`config.mk`:
```
export PLATFORM = sky130hd
export DESIGN_NAME = alu_accumulator_flat
export DESIGN_NICKNAME = d
export VERILOG_FILES = /design/src/rtl/alu_accumulator_if.sv /design/src/rtl/alu_accumulator.sv /design/src/flat_wrapper.sv
export SDC_FILE = /design/constraint.sdc
export NUM_CORES = 1
export LEC_CHECK = 0
export ABC_AREA = 1
export CAP_MARGIN = 5
export CORE_ASPECT_RATIO = 0.5
export CORE_MARGIN = 2
export CORE_UTILIZATION = 35
export CTS_CLUSTER_SIZE = 40
export DETAILED_ROUTE_END_ITERATION = 8
export DONT_BUFFER_PORTS = 1
export GPL_TIMING_DRIVEN = 0
export PLACE_DENSITY_LB_ADDON = 0.1
export RECOVER_POWER = 100
export SKIP_CTS_REPAIR_TIMING = 1
export SYNTH_ARGS = -nofsm -noshare
export SYNTH_HDL_FRONTEND = slang
export SYNTH_SLANG_ARGS = --single-unit
```
`constraint.sdc`:
```
create_clock -name Clk -period 3.5 [get_ports Clk]
set_clock_uncertainty 0.2 [all_clocks]
set_input_delay 0.875 -clock Clk [delete_from_list [all_inputs] [get_ports Clk]]
set_output_delay 0.875 -clock Clk [all_outputs]
set_load 0.05 [all_outputs]
```
`src/rtl/alu_accumulator_if.sv`:
```
// Operand/command and result/status bundle between the CPU datapath and the ALU accumulator.
interface alu_accumulator_if #(
    parameter int unsigned WIDTH = 8
) ();
    logic [WIDTH-1:0] Operand;
    logic [2:0]       Op;
    logic             Start;
    logic             Busy;
    logic             Done;
    logic [WIDTH-1:0] Acc;
    logic [WIDTH-1:0] AccHi;
    logic             CarryFlag;
    logic             ZeroFlag;

    modport master (
        output Operand, Op, Start,
        input  Busy, Done, Acc, AccHi, CarryFlag, ZeroFlag
    );

    modport slave (
        input  Operand, Op, Start,
        output Busy, Done, Acc, AccHi, CarryFlag, ZeroFlag
    );
endinterface

```
`src/rtl/alu_accumulator.sv`:
```
// Accumulator ALU: single-cycle load/arith/logic/shift ops and a shift-and-add multiply.
// Results, flags, Busy and Done are all registered.
module alu_accumulator #(
    parameter int unsigned WIDTH = 8
) (
    input  logic                Clk,
    input  logic                Reset_n,
    alu_accumulator_if.slave    bus
);
    localparam int unsigned CW   = $clog2(WIDTH);
    localparam int unsigned PW   = 2 * WIDTH;
    localparam logic [2:0] OP_LOAD = 3'b000;
    localparam logic [2:0] OP_ADD  = 3'b001;
    localparam logic [2:0] OP_SUB  = 3'b010;
    localparam logic [2:0] OP_AND  = 3'b011;
    localparam logic [2:0] OP_OR   = 3'b100;
    localparam logic [2:0] OP_XOR  = 3'b101;
    localparam logic [2:0] OP_SHL  = 3'b110;
    localparam logic [2:0] OP_MUL  = 3'b111;

    typedef enum logic {S_IDLE, S_MUL} state_t;

    state_t           state_q, state_d;
    logic [WIDTH-1:0] acc_q, acc_d;
    logic [WIDTH-1:0] hi_q, hi_d;
    logic             carry_q, carry_d;
    logic             zero_q, zero_d;
    logic             busy_q, busy_d;
    logic             done_q, done_d;
    logic [PW-1:0]    mcand_q, mcand_d;
    logic [WIDTH-1:0] mplier_q, mplier_d;
    logic [PW-1:0]    prod_q, prod_d;
    logic [CW-1:0]    cnt_q, cnt_d;

    logic [WIDTH:0]   sum;
    logic [WIDTH:0]   diff;
    logic [PW-1:0]    prod_next;

    // Next-state and datapath update
    always_comb begin
        state_d   = state_q;
        acc_d     = acc_q;
        hi_d      = hi_q;
        carry_d   = carry_q;
        zero_d    = zero_q;
        busy_d    = busy_q;
        done_d    = 1'b0;
        mcand_d   = mcand_q;
        mplier_d  = mplier_q;
        prod_d    = prod_q;
        cnt_d     = cnt_q;
        sum       = {1'b0, acc_q} + {1'b0, bus.Operand};
        diff      = {1'b0, acc_q} - {1'b0, bus.Operand};
        prod_next = prod_q + (mplier_q[0] ? mcand_q : PW'(0));

        unique case (state_q)
            S_IDLE: begin
                if (bus.Start) begin
                    if (bus.Op == OP_MUL) begin
                        mcand_d  = PW'(acc_q);
                        mplier_d = bus.Operand;
                        prod_d   = '0;
                        cnt_d    = '0;
                        busy_d   = 1'b1;
                        state_d  = S_MUL;
                    end else begin
                        done_d = 1'b1;
                        case (bus.Op)
                            OP_LOAD: acc_d = bus.Operand;
                            OP_ADD:  {carry_d, acc_d} = sum;
                            OP_SUB: begin
                                acc_d   = diff[WIDTH-1:0];
                                carry_d = diff[WIDTH];
                            end
                            OP_AND:  acc_d = acc_q & bus.Operand;
                            OP_OR:   acc_d = acc_q | bus.Operand;
                            OP_XOR:  acc_d = acc_q ^ bus.Operand;
                            OP_SHL: begin
                                carry_d = acc_q[WIDTH-1];
                                acc_d   = {acc_q[WIDTH-2:0], 1'b0};
                            end
                            default: acc_d = acc_q;
                        endcase
                        zero_d = (acc_d == '0);
                    end
                end
            end
            S_MUL: begin
                prod_d   = prod_next;
                mplier_d = mplier_q >> 1;
                mcand_d  = mcand_q << 1;
                cnt_d    = cnt_q + CW'(1);
                if (cnt_q == CW'(WIDTH - 1)) begin
                    acc_d   = prod_next[WIDTH-1:0];
                    hi_d    = prod_next[PW-1:WIDTH];
                    carry_d = (prod_next[PW-1:WIDTH] != '0);
                    zero_d  = (prod_next[WIDTH-1:0] == '0);
                    busy_d  = 1'b0;
                    done_d  = 1'b1;
                    state_d = S_IDLE;
                end
            end
            default: state_d = S_IDLE;
        endcase
    end

    always_ff @(posedge Clk or negedge Reset_n) begin
        if (!Reset_n) begin
            state_q  <= S_IDLE;
            acc_q    <= '0;
            hi_q     <= '0;
            carry_q  <= 1'b0;
            zero_q   <= 1'b1;
            busy_q   <= 1'b0;
            done_q   <= 1'b0;
            mcand_q  <= '0;
            mplier_q <= '0;
            prod_q   <= '0;
            cnt_q    <= '0;
        end else begin
            state_q  <= state_d;
            acc_q    <= acc_d;
            hi_q     <= hi_d;
            carry_q  <= carry_d;
            zero_q   <= zero_d;
            busy_q   <= busy_d;
            done_q   <= done_d;
            mcand_q  <= mcand_d;
            mplier_q <= mplier_d;
            prod_q   <= prod_d;
            cnt_q    <= cnt_d;
        end
    end

    assign bus.Acc       = acc_q;
    assign bus.AccHi     = hi_q;
    assign bus.CarryFlag = carry_q;
    assign bus.ZeroFlag  = zero_q;
    assign bus.Busy      = busy_q;
    assign bus.Done      = done_q;
endmodule

```
`src/flat_wrapper.sv`:
```
// flat-port wrapper written by rule: the top's interface ports become plain ports
module alu_accumulator_flat 
#(
    parameter int unsigned WIDTH = 8
)
  (Clk, Reset_n, bus_Operand, bus_Op, bus_Start, bus_Busy, bus_Done, bus_Acc, bus_AccHi, bus_CarryFlag, bus_ZeroFlag);
  alu_accumulator_if #(.WIDTH(WIDTH)) bus_i ();
  input  logic Clk;
  input  logic Reset_n;
  input wire logic [$bits(bus_i.Operand)-1:0] bus_Operand;
  input wire logic [$bits(bus_i.Op)-1:0] bus_Op;
  input wire logic [$bits(bus_i.Start)-1:0] bus_Start;
  output wire logic [$bits(bus_i.Busy)-1:0] bus_Busy;
  output wire logic [$bits(bus_i.Done)-1:0] bus_Done;
  output wire logic [$bits(bus_i.Acc)-1:0] bus_Acc;
  output wire logic [$bits(bus_i.AccHi)-1:0] bus_AccHi;
  output wire logic [$bits(bus_i.CarryFlag)-1:0] bus_CarryFlag;
  output wire logic [$bits(bus_i.ZeroFlag)-1:0] bus_ZeroFlag;
  assign bus_i.Operand = bus_Operand;
  assign bus_i.Op = bus_Op;
  assign bus_i.Start = bus_Start;
  assign bus_Busy = bus_i.Busy;
  assign bus_Done = bus_i.Done;
  assign bus_Acc = bus_i.Acc;
  assign bus_AccHi = bus_i.AccHi;
  assign bus_CarryFlag = bus_i.CarryFlag;
  assign bus_ZeroFlag = bus_i.ZeroFlag;
  alu_accumulator #(.WIDTH(WIDTH)) u_core (.Clk(Clk), .Reset_n(Reset_n), .bus(bus_i));
endmodule
```
; Word level (Yosys, flattened, before mapping)
; Cells that the tools add are included.
[classes]
n_addsub = 4
eq_ne = 13
n_mux = 42
bitwise_logic = 4
reduce_logical = 9
[ops]
columns = operator, n
row1 = 16-bit two-way mux, 5
row2 = 8-bit two-way mux, 8
row3 = 16-bit case mux with 2 select lines, 2
row4 = 8-bit case mux with 7 select lines, 1
row5 = 8-bit case mux with 2 select lines, 2
row6 = 16-bit adder, 1
row7 = 8-bit zero test, 2
row8 = "3-bit == test, second input constant", 5
row9 = 1-bit two-way mux, 15
row10 = 1-bit case mux with 2 select lines, 5
row11 = 8-bit by 8-bit adder with 9-bit output, 1
row12 = 8-bit by 8-bit subtractor with 9-bit output, 1
row13 = 8-bit bitwise AND, 1
row14 = 8-bit bitwise OR, 1
row15 = 8-bit nonzero test, 1
row16 = 8-bit bitwise XOR, 1
row17 = "3-bit by 2-bit == test with 1-bit output, second input constant", 2
row18 = 3-bit two-way mux, 2
row19 = "2-bit != test, second input constant", 3
row20 = 3-bit case mux with 2 select lines, 1
row21 = 3-bit AND reduction, 2
row22 = "4-bit != test, second input constant", 1
row23 = 2-bit AND reduction, 2
row24 = 4-bit AND reduction, 1
row25 = other kinds (6), 6
[word_totals]
register_bits = 64
in_bits = 14
out_inout_bits = 20
wordCells = 83

; Depth between registers and ports, before layout
[logic_depth]
word_depth = 9
ltp_mapped = 19
depth_no_buf = 18

; Worst setup path before layout
; OpenSTA, ideal clock, no wires.
[synth_timing]
path_type = input-to-reg
from = input bus_Operand[0]
to = register u_core.zero_q (netlist: u_core.bus.ZeroFlag)
setup_ps = 67
t_arrival_ps = 2277
required_ps = 3233
setup_slack_ps = 956
cell_stages = 13
n_path_buf = 0
path_cell_list = ha_1 > fa_1 > a21oi_1 > nor2_1 > nor2_1 > nand2_1 > nand2_1 > nand2_1 > nor2_1 > nand3_1 > nor2_1 > nor2_1 > nor2_1
[synth_between]
elab_chain_cells = 9
word_cells_on_any_way = 13
cone_classes = add/sub (2) / mux (7) / bitwise (3) / reduce/logical (1)
[synth_rtl]
columns = element, line_no
row1 = start: declaration, flat_wrapper.sv:10  ; input wire logic [$bits(bus_i.Operand)-1:0] bus_Operand;
row2 = "8-bit by 8-bit subtractor with 9-bit output, or another cell as far along", alu_accumulator.sv:53  ; diff = {1'b0, acc_q} - {1'b0, bus.Operand};
row3 = 8-bit case mux with 7 select lines *, alu_accumulator.sv:68  ; case (bus.Op)
row4 = 8-bit two-way mux *, alu_accumulator.sv:59  ; if (bus.Op == OP_MUL) begin
row5 = 8-bit two-way mux *, alu_accumulator.sv:58  ; if (bus.Start) begin
row6 = 8-bit two-way mux *, alu_accumulator.sv:56  ; unique case (state_q)
row7 = 8-bit zero test *, alu_accumulator.sv:84  ; zero_d = (acc_d == '0);
row8 = 1-bit two-way mux *, alu_accumulator.sv:59
row9 = 1-bit two-way mux *, alu_accumulator.sv:58
row10 = 1-bit case mux with 2 select lines *, alu_accumulator.sv:56
row11 = end signal: assignment, alu_accumulator.sv:125  ; zero_q <= zero_d;
row12 = end: declaration, alu_accumulator.sv:27  ; logic zero_q, zero_d;
; Mark *: on every way between the ends. The rest lies on a longest branch, timed or not. The select of a mux whose other input is x is not followed.
; A chain may end at the register's enable or synchronous reset.

; Worst setup path after layout
[layout_timing]
from = register u_core.acc_q[2] (netlist: u_core.bus.Acc[2])
to = register u_core.zero_q (netlist: u_core.bus.ZeroFlag)
[layout_between]
elab_chain_cells = 9
word_cells_on_any_way = 13
cone_classes = add/sub (2) / mux (7) / bitwise (3) / reduce/logical (1)
[layout_rtl]
columns = element, line_no
row1 = start: declaration, alu_accumulator.sv:24  ; logic [WIDTH-1:0] acc_q, acc_d;
row2 = start signal: assignment, alu_accumulator.sv:110  ; acc_q <= '0;
row3 = start signal: assignment, alu_accumulator.sv:122  ; acc_q <= acc_d;
row4 = "8-bit by 8-bit subtractor with 9-bit output, or another cell as far along", alu_accumulator.sv:53
row5 = 8-bit case mux with 7 select lines *, alu_accumulator.sv:68
row6 = 8-bit two-way mux *, alu_accumulator.sv:59
row7 = 8-bit two-way mux *, alu_accumulator.sv:58
row8 = 8-bit two-way mux *, alu_accumulator.sv:56
row9 = 8-bit zero test *, alu_accumulator.sv:84
row10 = 1-bit two-way mux *, alu_accumulator.sv:59
row11 = 1-bit two-way mux *, alu_accumulator.sv:58
row12 = 1-bit case mux with 2 select lines *, alu_accumulator.sv:56
; Marks and branches as above.

==> insert_results.sql <==
INSERT INTO impl_metrics (metric_group, metric, value, unit) VALUES
('status', 'result_of_the_run', 'complete, no violations', ''),
('logic_synthesis', 'postSynthRegisterBits', '64', ''),
('clock_network', 'cts_buffers', '9', ''),
('clock_network', 'numClockSinks', '64', ''),
('global_routing', 'grt_ovf', '0', ''),
('setup_path', 'endpoint_kind', 'flip-flop', ''),
('global_routing', 'grt_antenna_before_repair', '0', ''),
('route', 'route.vias.total', '4597', ''),
('sta', 'timing.final.setup_violations', '0', ''),
('pwr', 'p_total', '5.84', 'mW'),
('logic_synthesis', 'postSynthNetCount', '790', ''),
('clock_network', 'cts_tree', 'done', ''),
('global_routing', 'grt_pass1_wl', '24.1', 'mm'),
('route', 'wl_per_cell', '15.6', 'um'),
('route', 'drt_first_pass_iters', '5', ''),
('finish', 'final_core_utilization', '0.400', ''),
('finish', 'design.final.nets', '801', ''),
('placed_design', 'place_hpwl', '11.5', 'mm'),
('pwr', 'power_per_standard_cell_area', '1070', 'nW/um2'),
('sta', 'fin_crit_sh', '0.894', ''),
('finish', 'insertedDiodeCount', '0', ''),
('finish', 'instances_no_fill', '940', ''),
('sta', 'finalWorstSetupSlack', '0.370', 'ns'),
('floorplan', 'fp.dieArea', '15200', 'um2'),
('logic_synthesis', 'avgSynthCellArea', '6.76', 'um2'),
('setup_path', 'start_kind', 'flip-flop', ''),
('logic_synthesis', 'netlist-cell-type-count', '36', ''),
('setup_path', 'required_time_at_the_worst_slack_endpoint', '3.57', 'ns'),
('finish', 'flow.area_growth_from_synthesis', '10.5', '%'),
('setup_path', 'cp_max_fo', '10', ''),
('global_routing', 'global_route.usage.total', '0.211', ''),
('finish', 'fin_area', '5470', 'um2'),
('clock_network', 'ctsHtreeMaxLevel', '3', ''),
('sta', 'grt_setup_unrepaired', 'no', ''),
('sta', 'final_max_slew_viol_count', '0', ''),
('clock_network', 'worst_skew_pair.late_latency', '0.33', 'ns'),
('placed_design', 'detailedPlace.worstSlack', '0.244', 'ns'),
('floorplan', 'floorplan.die.height', '88.1', 'um'),
('sta', 'hold_ws', '0.0390', 'ns'),
('hold_path', 'worst_hold_path_type', 'in2async', ''),
('setup_path', 'critical_path_class', 'reg2reg', ''),
('floorplan', 'core.rowCount', '30', ''),
('route', 'detail-route-antenna-nets', '0', ''),
('logic_synthesis', 'synth.yosys.warnings', '0', ''),
('global_routing', 'vias_in_the_first_global_route', '4407', ''),
('route', 'vias_per_cell', '4.89', ''),
('floorplan', 'design.core.area', '13700', 'um2'),
('floorplan', 'pin_count', '34', ''),
('clock_network', 'clockRootBuffer', 'sky130_fd_sc_hd__clkbuf_16', ''),
('pwr', 'vdd.ir_drop.worst', '267', 'uV'),
('placed_design', 'place.detailed.instances', '924', ''),
('logic_synthesis', 'seq_area_frac_synth', '0.324', ''),
('sta', 'fin_crit', '3.13', 'ns'),
('route', 'drt_drc_violations_left', '0', ''),
('sta', 'setup_total_negative_slack', '0', 'ns'),
('floorplan', 'die_w', '172', 'um'),
('floorplan', 'initial_core_util', '0.362', ''),
('placed_design', 'place_area', '5190', 'um2'),
('sta', 'fmaxAchievable', '320', 'MHz'),
('sta', 'finalHoldViolCount', '0', ''),
('logic_synthesis', 'synth_cells', '732', ''),
('sta', 'slew_headroom', '0.495', ''),
('setup_path', 'crit_arrival', '3.20', 'ns'),
('pwr', 'static-leakage-power', '2.92', 'nW'),
('placed_design', 'gp_routability_congestion', '0.873', ''),
('route', 'drt-total-wl', '14.7', 'mm'),
('placed_design', 'io_buffers', '0', ''),
('sta', 'max_slew.worst_pin.slew', '0.757', 'ns'),
('route', 'first_iter_violations', '229', ''),
('flow_run', 'max_cap_viol_count', '0', ''),
('logic_synthesis', 'synthesis.area', '4950', 'um2'),
('finish', 'share_of_post_route_cells_with_drive_strength_above_1', '0.0414', ''),
('clock_network', 'clock_path_buffers', '2', ''),
('clock_network', 'clk_transition_reported_paths', '0.06', 'ns'),
('global_routing', 'grt_start_max_net_pins', '65', '');
## synth_stat cells
master                     count  area share
sky130_fd_sc_hd__o211ai_1      7       0.011
sky130_fd_sc_hd__dfstp_2       1      0.0053
sky130_fd_sc_hd__buf_2         6      0.0061
sky130_fd_sc_hd__nor2_2        1      0.0013
sky130_fd_sc_hd__inv_2         4      0.0030
sky130_fd_sc_hd__nand2_2       1      0.0013
sky130_fd_sc_hd__nand4_1       7      0.0089
sky130_fd_sc_hd__xnor2_1       4      0.0071
sky130_fd_sc_hd__a21boi_0      1      0.0015
sky130_fd_sc_hd__o21a_1        1      0.0015
sky130_fd_sc_hd__buf_6         1      0.0023
sky130_fd_sc_hd__dfrtp_1      63        0.32
sky130_fd_sc_hd__o21bai_1      1      0.0015
sky130_fd_sc_hd__buf_1         2      0.0015
sky130_fd_sc_hd__nand3_1      52       0.053
sky130_fd_sc_hd__a31oi_1      13       0.016
sky130_fd_sc_hd__nor4_1        1      0.0013
sky130_fd_sc_hd__xor2_1        5      0.0089
sky130_fd_sc_hd__nand3b_1      3      0.0046
sky130_fd_sc_hd__a22o_1        4      0.0071
sky130_fd_sc_hd__nor2_1       64       0.049
sky130_fd_sc_hd__o21ai_0      54       0.055
sky130_fd_sc_hd__nand2_1     223        0.17
sky130_fd_sc_hd__o22ai_1      13       0.016
sky130_fd_sc_hd__buf_4         2      0.0030
sky130_fd_sc_hd__nor3_1        5      0.0051
sky130_fd_sc_hd__clkbuf_1     10      0.0076
sky130_fd_sc_hd__a31oi_2       1      0.0025
sky130_fd_sc_hd__ha_1         41        0.10
sky130_fd_sc_hd__a21oi_1      26       0.026
sky130_fd_sc_hd__and2_1        2      0.0025
sky130_fd_sc_hd__fa_1          3       0.012
sky130_fd_sc_hd__o21ai_1       1      0.0010
sky130_fd_sc_hd__clkinv_1      1     0.00076
sky130_fd_sc_hd__or2_2         6      0.0076
sky130_fd_sc_hd__inv_1       102       0.077
## placed cells by master, fill, tap and decap left out, types with 6 or more instances in the layout
master | netlist | layout
sky130_fd_sc_hd__nand2_1 | 223 | 223
sky130_fd_sc_hd__inv_1 | 102 | 104
sky130_fd_sc_hd__nor2_1 | 64 | 64
sky130_fd_sc_hd__dfrtp_1 | 63 | 63
sky130_fd_sc_hd__o21ai_0 | 54 | 54
sky130_fd_sc_hd__nand3_1 | 52 | 52
sky130_fd_sc_hd__ha_1 | 41 | 41
sky130_fd_sc_hd__a21oi_1 | 26 | 26
sky130_fd_sc_hd__clkbuf_1 | 10 | 15
sky130_fd_sc_hd__a31oi_1 | 13 | 14
sky130_fd_sc_hd__o22ai_1 | 13 | 13
sky130_fd_sc_hd__clkbuf_16 | 0 | 9
sky130_fd_sc_hd__o211ai_1 | 7 | 7
sky130_fd_sc_hd__nand4_1 | 7 | 7
sky130_fd_sc_hd__or2_2 | 6 | 6
## final timing paths
check,slack (ns),from,end,cells past startpoint
setup / recovery,0.37,u_core.bus.Acc[2],u_core.bus.ZeroFlag,14
hold / removal,0.04,Reset_n,u_core.prod_q[10],0
setup reg to reg,0.37,u_core.bus.Acc[2],u_core.bus.ZeroFlag,14
hold reg to reg,0.28,u_core.cnt_q[0],u_core.cnt_q[0],1
max in group asynchronous,2.82,Reset_n,u_core.bus.ZeroFlag,0
min in group Clk,0.28,u_core.cnt_q[0],u_core.cnt_q[0],1
## critical path: stages, from the launching register on
cell                       delay [ns]
sky130_fd_sc_hd__dfrtp_1         0.78
sky130_fd_sc_hd__inv_1           0.23
sky130_fd_sc_hd__ha_1            0.33
sky130_fd_sc_hd__clkbuf_1        0.33
sky130_fd_sc_hd__nand2_1         0.11
sky130_fd_sc_hd__inv_1           0.09
sky130_fd_sc_hd__a21oi_1         0.07
sky130_fd_sc_hd__or2_2           0.27
sky130_fd_sc_hd__nand3_1         0.07
sky130_fd_sc_hd__nand3_1         0.14
sky130_fd_sc_hd__nand2_1         0.11
sky130_fd_sc_hd__nand3_1         0.09
sky130_fd_sc_hd__nor2_1          0.11
sky130_fd_sc_hd__nor2_1          0.05
sky130_fd_sc_hd__nor2_1          0.08
## sequential cells by signal, indices dropped and copies added (netlist names)
| register | cells |
|---|---|
| u_core.bus.Busy | 1 |
| u_core.mplier_q | 8 |
| u_core.bus.Acc | 8 |
| u_core.cnt_q | 3 |
| u_core.bus.Done | 1 |
| u_core.bus.CarryFlag | 1 |
| u_core.state_q | 1 |
| u_core.bus.ZeroFlag | 1 |
| u_core.mcand_q | 16 |
| u_core.prod_q | 16 |
| u_core.bus.AccHi | 8 |
## layer usage
layer | routed length, um | share of wire | GRT usage
met2 | 6330 | 0.43 | 0.326
met3 | 578 | 0.039 | 0.0488
met5 | 0 | 0 | 0
met4 | 113 | 0.0077 | 0.0451
met1 | 7660 | 0.52 | 0.300
## logic make-up (layout without fill, tap and decap cells)
| kind of cell | count (synthesis) | after routing | synth area share |
|---|---|---|---|
| DFF | 64 | 64 | 0.324 |
| buffers and inverters | 128 | 144 | 0.102 |
| adders and majority gates | 44 | 44 | 0.116 |
| AOI/OAI and AO/OA | 122 | 122 | 0.140 |
| and+or+nand+nor | 365 | 365 | 0.303 |
| xor gates and xnor gates | 9 | 9 | 0.0159 |
## where the power goes
| part | switching, mW | leakage [nW] | internal, mW |
|---|---|---|---|
| Sequential | 0.712 | 0.767 | 1.11 |
| Combinational | 2.04 | 2.00 | 1.08 |
| Clock | 0.335 | 0.146 | 0.568 |
## area by class of cell
class	count	area, um2
flip-flops and latches	64	1600
fillers	1493	8200
plain buffers	21	96.3
clock buffers	12	246
multi-input cells	540	2830
inverters	107	402
clock inverters	4	45.0
well taps	192	240
Power figures use the tool's default switching activity.
